## src/rtl/bcd_serial_addsub.sv

```systemverilog
// Serial multi-digit BCD adder/subtractor: one digit per clock, LSD first, through a shared +6-corrected digit adder.
// Optional macro BCD_DIGIT_CHECK_EN adds the err port flagging operand digits above 9.
module bcd_serial_addsub #(
  parameter int unsigned DIGITS = 4
) (
  input  logic                clk,
  input  logic                rst,
  input  logic                in_valid,
  output logic                in_ready,
  input  logic [4*DIGITS-1:0] a,
  input  logic [4*DIGITS-1:0] b,
  input  logic                sub,
  input  logic                cin,
  output logic                out_valid,
  input  logic                out_ready,
  output logic [4*DIGITS-1:0] sum,
  output logic                cout,
  output logic                busy
`ifdef BCD_DIGIT_CHECK_EN
  ,
  output logic                err
`endif
);

  localparam int unsigned W     = 4 * DIGITS;
  localparam int unsigned IDX_W = (DIGITS > 1) ? $clog2(DIGITS) : 1;
  localparam int unsigned LAST  = DIGITS - 1;

  typedef enum logic [1:0] {
    S_IDLE,
    S_RUN,
    S_DONE
  } state_t;

  state_t             state_q, state_d;
  logic [W-1:0]       a_q, a_d;
  logic [W-1:0]       b_q, b_d;
  logic               sub_q, sub_d;
  logic               c_q, c_d;
  logic [IDX_W-1:0]   idx_q, idx_d;
  logic [W-1:0]       sum_q, sum_d;
  logic               cout_q, cout_d;
  logic               in_ready_q, in_ready_d;
  logic               out_valid_q, out_valid_d;
  logic               busy_q, busy_d;
`ifdef BCD_DIGIT_CHECK_EN
  logic               err_q, err_d;
`endif

  // Shared digit adder; operands are shifted down so the current digit is always in [3:0]
  logic [3:0] a_dig, b_dig, bd, digit;
  logic [4:0] z;
  logic       carry;

  always_comb begin
    a_dig = a_q[3:0];
    b_dig = b_q[3:0];
    bd    = sub_q ? 4'(4'd9 - b_dig) : b_dig;
    z     = 5'(a_dig) + 5'(bd) + 5'(c_q);
    carry = (z > 5'd9);
    digit = carry ? 4'(z + 5'd6) : z[3:0];
  end

  always_ff @(posedge clk) begin
    if (rst) begin
      state_q     <= S_IDLE;
      a_q         <= '0;
      b_q         <= '0;
      sub_q       <= 1'b0;
      c_q         <= 1'b0;
      idx_q       <= '0;
      sum_q       <= '0;
      cout_q      <= 1'b0;
      in_ready_q  <= 1'b0;
      out_valid_q <= 1'b0;
      busy_q      <= 1'b0;
`ifdef BCD_DIGIT_CHECK_EN
      err_q       <= 1'b0;
`endif
    end else begin
      state_q     <= state_d;
      a_q         <= a_d;
      b_q         <= b_d;
      sub_q       <= sub_d;
      c_q         <= c_d;
      idx_q       <= idx_d;
      sum_q       <= sum_d;
      cout_q      <= cout_d;
      in_ready_q  <= in_ready_d;
      out_valid_q <= out_valid_d;
      busy_q      <= busy_d;
`ifdef BCD_DIGIT_CHECK_EN
      err_q       <= err_d;
`endif
    end
  end

  always_comb begin
    state_d = state_q;
    a_d     = a_q;
    b_d     = b_q;
    sub_d   = sub_q;
    c_d     = c_q;
    idx_d   = idx_q;
    sum_d   = sum_q;
    cout_d  = cout_q;
`ifdef BCD_DIGIT_CHECK_EN
    err_d   = err_q;
`endif

    case (state_q)
      S_IDLE: begin
        if (in_valid && in_ready_q) begin
          a_d     = a;
          b_d     = b;
          sub_d   = sub;
          c_d     = sub ? ~cin : cin;
          idx_d   = '0;
`ifdef BCD_DIGIT_CHECK_EN
          err_d   = 1'b0;
`endif
          state_d = S_RUN;
        end
      end
      S_RUN: begin
        for (int unsigned i = 0; i < DIGITS; i++) begin
          if (idx_q == IDX_W'(i)) sum_d[4*i +: 4] = digit;
        end
        a_d   = a_q >> 4;
        b_d   = b_q >> 4;
        c_d   = carry;
        idx_d = idx_q + IDX_W'(1);
`ifdef BCD_DIGIT_CHECK_EN
        if ((a_dig > 4'd9) || (b_dig > 4'd9)) err_d = 1'b1;
`endif
        if (idx_q == IDX_W'(LAST)) begin
          cout_d  = sub_q ? ~carry : carry;
          state_d = S_DONE;
        end
      end
      S_DONE: begin
        if (out_ready) state_d = S_IDLE;
      end
      default: state_d = S_IDLE;
    endcase

    // Handshake flags follow the next state so they are registered alongside it
    in_ready_d  = (state_d == S_IDLE);
    out_valid_d = (state_d == S_DONE);
    busy_d      = (state_d != S_IDLE);
  end

  assign in_ready  = in_ready_q;
  assign out_valid = out_valid_q;
  assign busy      = busy_q;
  assign sum       = sum_q;
  assign cout      = cout_q;
`ifdef BCD_DIGIT_CHECK_EN
  assign err       = err_q;
`endif

endmodule

```

## config.mk

```make
export PLATFORM = sky130hd
export DESIGN_NAME = bcd_serial_addsub
export DESIGN_NICKNAME = d
export VERILOG_FILES = /design/src/rtl/bcd_serial_addsub.sv
export SDC_FILE = /design/constraint.sdc
export NUM_CORES = 1
export LEC_CHECK = 0
export BUFFER_PORTS_ARGS = -buffer_cell sky130_fd_sc_hd__buf_2
export CAP_MARGIN = 5
export CORE_MARGIN = 3
export CORE_UTILIZATION = 54
export DETAILED_ROUTE_END_ITERATION = 8
export PLACE_DENSITY = 0.79
export SLEW_MARGIN = 0
export SYNTH_ARGS = -nofsm -noshare
export SYNTH_HDL_FRONTEND = slang
export SYNTH_SLANG_ARGS = --single-unit
```

## constraint.sdc

```tcl
create_clock -name clk -period 3.29 [get_ports clk]
set_input_delay 0.658 -clock clk [delete_from_list [all_inputs] [get_ports clk]]
set_output_delay 0.658 -clock clk [all_outputs]
set_load 0.02 [all_outputs]
```

==> impl_metrics.toml, run 1 <==
[sta]
setup_viol = 0
slew_headroom_pct = 44.1
timing.hold.ws_ns = 0.471
fin_crit_sh_pct = 85.9
clock_skew_ns = 0.00902
fmax_mhz = 354
setup_tns_ns = 0
finalMaxSlewViolations = 0
min_period_ns = 2.83
worstMarginPinSlew_ns = 0.837
rsz0062_at_grt = "false"
hold_viol_final = 0

[route]
wl_um = 6220
ant_nets = 0
via_count = 2356
via_per_inst = 5.57
drc = 0
wl_per_cell_um = 14.7
drt_first_pass_iters = 4
first_iter_violations = 99

[status]
status = "complete, no violations"

[synthesis]
syn_area_um2 = 2820
synth_flop_cell = "dfxtp_1"
synth_edf_count = 0
syn_nets = 350
async_flop_share_pct = 0
ys_types = 41
synth_cells = 301
postSynthAreaPerCell_um2 = 9.36
yosysWarnings = 0
ys_seq_area_share_pct = 41.2
synth-seq-cells = 58

[layout]
drive_gt1_share_pct = 27.2
multi_input_area_um2 = 1540
syn2layout_area_growth_pct = 17.5
ff_latch_area_um2 = 1160
fillers = 399
stdcell_area_um2 = 3310
layout.nets = 401
n_antenna_cell = 0

[clock_network]
cts.sinks = 58
cts.reportedPaths.clkPinSlew_ns = 0.07
cts_resized = 0
root_buffer = "clkbuf_8"
cts_tree = "yes"
htree_levels = 3
cts_buffers = 9
clockBufferDepth = 2
cts_setup_buffers = 0
clock_latency_ns = 0.33
cts_hold_buf = 0

[run]
maxCapViolations = 0

[placed_design]
place_area_um2 = 3140
place_congestion = 0.775
port_buffers = 57
hpwlAfterDp_um = 4400

[critical_path]
path_buf_inv = 2
crit_path_start_kind = "flip-flop"
r2r-start = "sub_q"
r2r_cells = 10
end_kind = "flip-flop"
critPathArrivalTime_ns = 3.07
crit_fanout = 7
max_stage_delay_ns = 0.43
cp.required_ns = 3.54
reg2reg_to = "sum[14]"
cpLargestDelayFamily = "adder cells"
crit_path_top_delay_cell = "dfxtp_1"
crit_chain = "xnor2_1, fa_1, inv_1, fa_1, inv_1, ha_1, a22oi_4, a31oi_4, mux2_4, o31ai_2"
r2r_slack_ns = 0.46
worstSetupPathType = "reg2reg"

[floorplan]
ios = 58
start_util_pct = 57.7
core_um2 = 4880
die_area_um2 = 6120
fp-row-count = 25
dieWidth_um = 78.2
die_h_um = 78.2

[power_and_ir_drop]
p_per_area_nw_per_um2 = 533
power.leakage_nw = 1.54
vdd_ir_drop_max_uv = 373

[grt]
first_global_vias = 2219
grt_start_max_net_pins = 45
grtUsageTotal_pct = 21.2
grt_pass1_wl_um = 10100
antenna_found_initial = 0
grt_overflow = 0

[worst_hold_path]
hold_start = "cout"
min_to = "cout"
min_path_cells = 2
hold_path.class = "reg2reg"
## how the worst max path moves through the flow
stage | startpoint | end | slack, ns | cells after the start
after global placement | sub_q | sum[14] | 0.59 | 10
after CTS | b_q[1] | sum[6] | 0.47 | 10
final | sub_q | sum[14] | 0.46 | 10
after detailed placement | b_q[1] | sum[14] | 0.47 | 10
after floorplan | sub_q | sum[14] | 0.57 | 10
after global routing | b_q[1] | sum[6] | 0.28 | 11
## metrics by stage
| stage | worst slack [ns] | cells | power (W) | util, % |
|---|---|---|---|---|
| after floorplan | 0.569 | 301 | 0.00110 | - |
| after global placement | 0.590 | 408 | 0.00119 | 64.4 |
| after detailed placement | 0.473 | 408 | 0.00121 | 64.4 |
| after CTS | 0.467 | 423 | 0.00178 | 67.8 |
| after global routing | 0.276 | 423 | 0.00185 | 67.8 |
| final | 0.464 | 423 | 0.00177 | 67.8 |
## power by group
part | leakage, nW | total (W) | switching [W] | internal [W]
Clock | 0.0920 | 0.000572 | 0.000266 | 0.000306
Sequential | 0.473 | 0.000784 | 0.0000325 | 0.000752
Combinational | 0.973 | 0.000409 | 0.000239 | 0.000170
Total | 1.54 | 0.00177 | 0.000537 | 0.00123
## sequential cells by signal (all words and copies together), names as in the netlist
name and count:
b_q 16, sum 16, idx_q 2, busy 1, a_q 16, in_ready 1, state_q 2, sub_q 1
out_valid 1, cout 1, c_q 1
## cell usage after synthesis (6+ instances only)
cell,instances,area [um2]
mux2i_1,25,250
a22oi_1,8,60.1
inv_1,8,30.0
clkbuf_1,19,71.3
a21oi_1,12,60.1
a211oi_1,32,240
ha_1,9,113
dfxtp_1,58,1160
nor2_1,49,184
nand3b_1,10,75.1
and2_1,6,37.5
nand2_1,10,37.5
## layout by cell type, fill, tap and decap left out, types with 2 or more instances in the layout
master / Yosys / layout
buf_4: 0 / 6
a32oi_1: 4 / 4
inv_1: 8 / 8
mux2i_1: 25 / 25
dfxtp_1: 58 / 58
buf_2: 4 / 57
and2_1: 6 / 6
o31ai_2: 4 / 4
nor2_1: 49 / 49
a21o_2: 2 / 2
clkinv_2: 0 / 3
clkbuf_8: 0 / 11
a211oi_1: 32 / 32
a41oi_1: 4 / 4
nand2b_1: 2 / 2
a22oi_1: 8 / 8
nand3b_1: 10 / 10
a21oi_1: 12 / 12
fa_1: 2 / 2
and3_2: 4 / 4
ha_1: 9 / 9
nand2_1: 10 / 10
o21ai_0: 2 / 2
xnor2_1: 4 / 4
nor3_1: 2 / 2
o31ai_1: 4 / 4
## worst register-to-register path, cell delays in order (launching register included)
cell     delay (ns)
dfxtp_1        0.43
xnor2_1        0.11
fa_1           0.39
inv_1          0.08
fa_1           0.43
inv_1          0.13
ha_1           0.26
a22oi_4        0.14
a31oi_4        0.20
mux2_4         0.36
o31ai_2        0.22
## cells by family (layout without fill, tap and decap cells)
group,Yosys count,count (layout),synth area share (%)
compound gates,80,80,22.4
xor+xnor,4,4,1.24
fa+ha+maj,11,11,5.42
buf+inv,31,86,4.31
flops,58,58,41.2
mux,27,27,9.81
simple gates,90,90,15.6
## layout make-up
cell class	instances	area share, %
Clock inverter	3	0.454
Inverter	8	0.907
Timing Repair Buffer	63	9.98
Sequential cell	58	35.1
Multi-Input combinational cell	212	46.4
Clock buffer	12	4.69
Tap cell	67	2.53
## metal layers
| layer | GRT usage [%] | routed length, um |
|---|---|---|
| met3 | 5.16 | 341 |
| met1 | 25.4 | 2720 |
| met4 | 10.3 | 94 |
| met5 | 0 | 0 |
| met2 | 35.4 | 3070 |
Note: power is estimated with default switching activity, not from simulation.
==> run 2, diff against run 1 <==
--- a/config.mk
+++ b/config.mk
@@ -5,12 +5,12 @@
 export SDC_FILE = /design/constraint.sdc
 export NUM_CORES = 1
 export LEC_CHECK = 0
+export ABC_AREA = 1
 export BUFFER_PORTS_ARGS = -buffer_cell sky130_fd_sc_hd__buf_2
 export CAP_MARGIN = 5
 export CORE_MARGIN = 3
-export CORE_UTILIZATION = 54
+export CORE_UTILIZATION = 35
 export DETAILED_ROUTE_END_ITERATION = 8
-export PLACE_DENSITY = 0.79
 export SLEW_MARGIN = 0
 export SYNTH_ARGS = -nofsm -noshare
 export SYNTH_HDL_FRONTEND = slang
==> run 2 against run 1 <==
Critical path depth rose by 4. Flip-flop and latch count did not move. Final area fell by 0.49%. Synthesized area fell by 1.4%. Clock skew rose by 0.00075 ns. Hold slack got worse by 0.0077 ns. Count of clock-buffer cells in the layout rose by 2. Global-route usage fell by 5.9 points. Synthesized cell count rose by 19%. Critical path type unchanged. Critical endpoint is now sum[7]. Largest power group unchanged.
==> impl_metrics.toml, run 2 <==
[route]
drc = 0
ant_nets = 0
first_iter_violations = 136
via_count = 2412
via_per_inst = 4.68
wl_per_cell_um = 12.3
drt_first_pass_iters = 4
wl_um = 6360

[sta]
rsz0062_at_grt = "false"
fin_crit_sh_pct = 79.7
slew_headroom_pct = 70.3
fin_ws_ns = 0.667
setup_tns_ns = 0
clock_skew_ns = 0.00977
hold_viol_final = 0
min_period_ns = 2.62
setup_viol = 0
worstMarginPinSlew_ns = 0.445
finalMaxSlewViolations = 0
fmax_mhz = 381

[power_and_ir_drop]
power_switching_w = 0.000596
finalPower_w = 0.00185
p_int_w = 0.00125
p_seq_share_pct = 42.5
vdd_ir_drop_max_uv = 236
power.leakage_nw = 1.57
p_comb_share_pct = 24.7
switching_share_pct = 32.2
p_clk_share_pct = 32.7
p_per_area_nw_per_um2 = 561

[placed_design]
place_congestion = 0.832
place_area_um2 = 3110
hpwlAfterDp_um = 4440
pre_cts_ws_ns = 0.668
port_buffers = 57

[synthesis]
yosysTopAreaCellShare_pct = 41.8
yosysMostFrequentCell = "nand2_1"
syn_area_um2 = 2780
async_flop_share_pct = 0
synth-seq-cells = 58
synth_cells = 357
synth_flop_cell = "dfxtp_1"
synth_common_cells = "93 x nand2_1, 58 x dfxtp_1, 33 x inv_1, 31 x o21ai_0, 24 x a31oi_1"
syn_nets = 406
yosysWarnings = 0
postSynthAreaPerCell_um2 = 7.78
ys_seq_area_share_pct = 41.8
yosysTopAreaCell = "dfxtp_1"
synthTopCellsByArea = "dfxtp_1 42%, nand2_1 13%, o21ai_0 5.6%"
synth_edf_count = 0
ys_types = 31

[grt]
grt_pass1_wl_um = 10700
first_global_vias = 2326
antenna_found_initial = 1
grtUsageTotal_pct = 15.3
grt_overflow = 0
grt_start_max_net_pins = 33

[clock_network]
cts_setup_buffers = 0
cts_hold_buf = 0
cts.reportedPaths.clkPinSlew_ns = 0.06
root_buffer = "clkbuf_8"
clock_latency_ns = 0.34
cts.sinks = 58
clockBufferDepth = 2
cts_tree = "yes"
htree_levels = 3
cts_resized = 0
cts_buffers = 9

[critical_path]
end_kind = "flip-flop"
r2r_cells = 14
cp.required_ns = 3.53
crit_fanout = 7
crit_chain = "xnor2_1, fa_1, inv_1, fa_1, inv_1, ha_1, nand2_1, a21boi_4, nand2_4, nand2_8, nand2_4, nand3_1, nand2_1, inv_1"
crit_path_top_delay_cell = "fa_1"
cpLargestDelayFamily = "adder cells"
path_depth = 14
path_buf_inv = 3
r2r_slack_ns = 0.67
critPathArrivalTime_ns = 2.86
startpoint = "sub_q"
worstSetupPathType = "reg2reg"
max_stage_delay_ns = 0.47
setup.worst_path.end = "sum[7]"
crit_top_cell = "inv_1"
crit_path_start_kind = "flip-flop"
r2r-start = "sub_q"
reg2reg_to = "sum[7]"

[layout]
mostFrequentLayoutCell = "nand2_1"
multi_input_area_um2 = 1380
layout.nets = 460
drive_gt1_share_pct = 23.1
stdcell_area_um2 = 3290
n_antenna_cell = 0
final_util_pct = 44.0
final_cell_mix = "93 x nand2_1, 58 x dfxtp_1, 57 x buf_2"
ff_latch_area_um2 = 1160
syn2layout_area_growth_pct = 18.6
fillers = 783

[floorplan]
dieWidth_um = 95.1
die_area_um2 = 9040
die_h_um = 95.1
core_um2 = 7490
ios = 58
start_util_pct = 37.1
fp-row-count = 31

[status]
status = "complete, no violations"

[run]
maxCapViolations = 0

[worst_hold_path]
hold_path.class = "reg2reg"
hold_start = "a_q[13]"
-- run 2: layer usage --
layer | part of all wire (%) | GRT usage, % | up-vias
li1 | - | - | 1285
met1 | 49 | 20.3 | 1074
met2 | 46 | 23.3 | 39
met3 | 3.1 | 3.24 | 12
met4 | 1.8 | 7.81 | 2
met5 | 0.20 | 0 | -
-- run 2: worst min path at each step --
stage,to,slack [ns],cells past startpoint
2_1_floorplan,a_q[12],0.44,2
3_3_place_gp,a_q[13],0.45,2
3_5_place_dp,a_q[15],0.45,2
4_1_cts,b_q[13],0.46,2
5_1_grt,a_q[12],0.49,2
6_report,a_q[13],0.46,2
-- run 2: cell type report --
cell class / count / share of cell area (%)
tap: 99 / 3.76
clock buffer: 14 / 5.24
sequential: 58 / 35.2
clock inverter: 2 / 0.304
multi-input combinational: 245 / 42.0
timing repair buffer: 59 / 9.12
inverter: 38 / 4.37
-- run 2: cell families after synthesis --
| logic type | Yosys count | share of synthesized area (%) |
|---|---|---|
| buffers and inverters | 54 | 8.46 |
| AO/OA/AOI/OAI | 90 | 19.3 |
| AND/OR/NAND/NOR | 141 | 24.0 |
| flip-flops | 58 | 41.8 |
| adder cells (fa/ha/maj) | 11 | 5.49 |
| XOR/XNOR | 3 | 0.946 |
-- run 2: through the flow --
step,hold WS (ns),instances
2_1_floorplan,0.441,357
3_3_place_gp,0.450,499
3_5_place_dp,0.455,499
4_1_cts,0.464,515
5_1_grt,0.492,515
6_report,0.463,515
-- run 2: worst min-delay path: cells and delay by family, from the launching register on --
kind | cells | cell delay (ns)
flip-flops | 1 | 0.31
AND/OR/NAND/NOR | 1 | 0.06
AO/OA/AOI/OAI | 1 | 0.05
-- run 2: power by group through the flow --
stage / Clock, W / Sequential, W / Combinational (W)
floorplan: 0 / 0.000805 / 0.000356
global placement: 0 / 0.000801 / 0.000450
detailed placement: 0 / 0.000801 / 0.000459
CTS: 0.000621 / 0.000787 / 0.000459
global route: 0.000662 / 0.000793 / 0.000517
finish: 0.000605 / 0.000786 / 0.000457
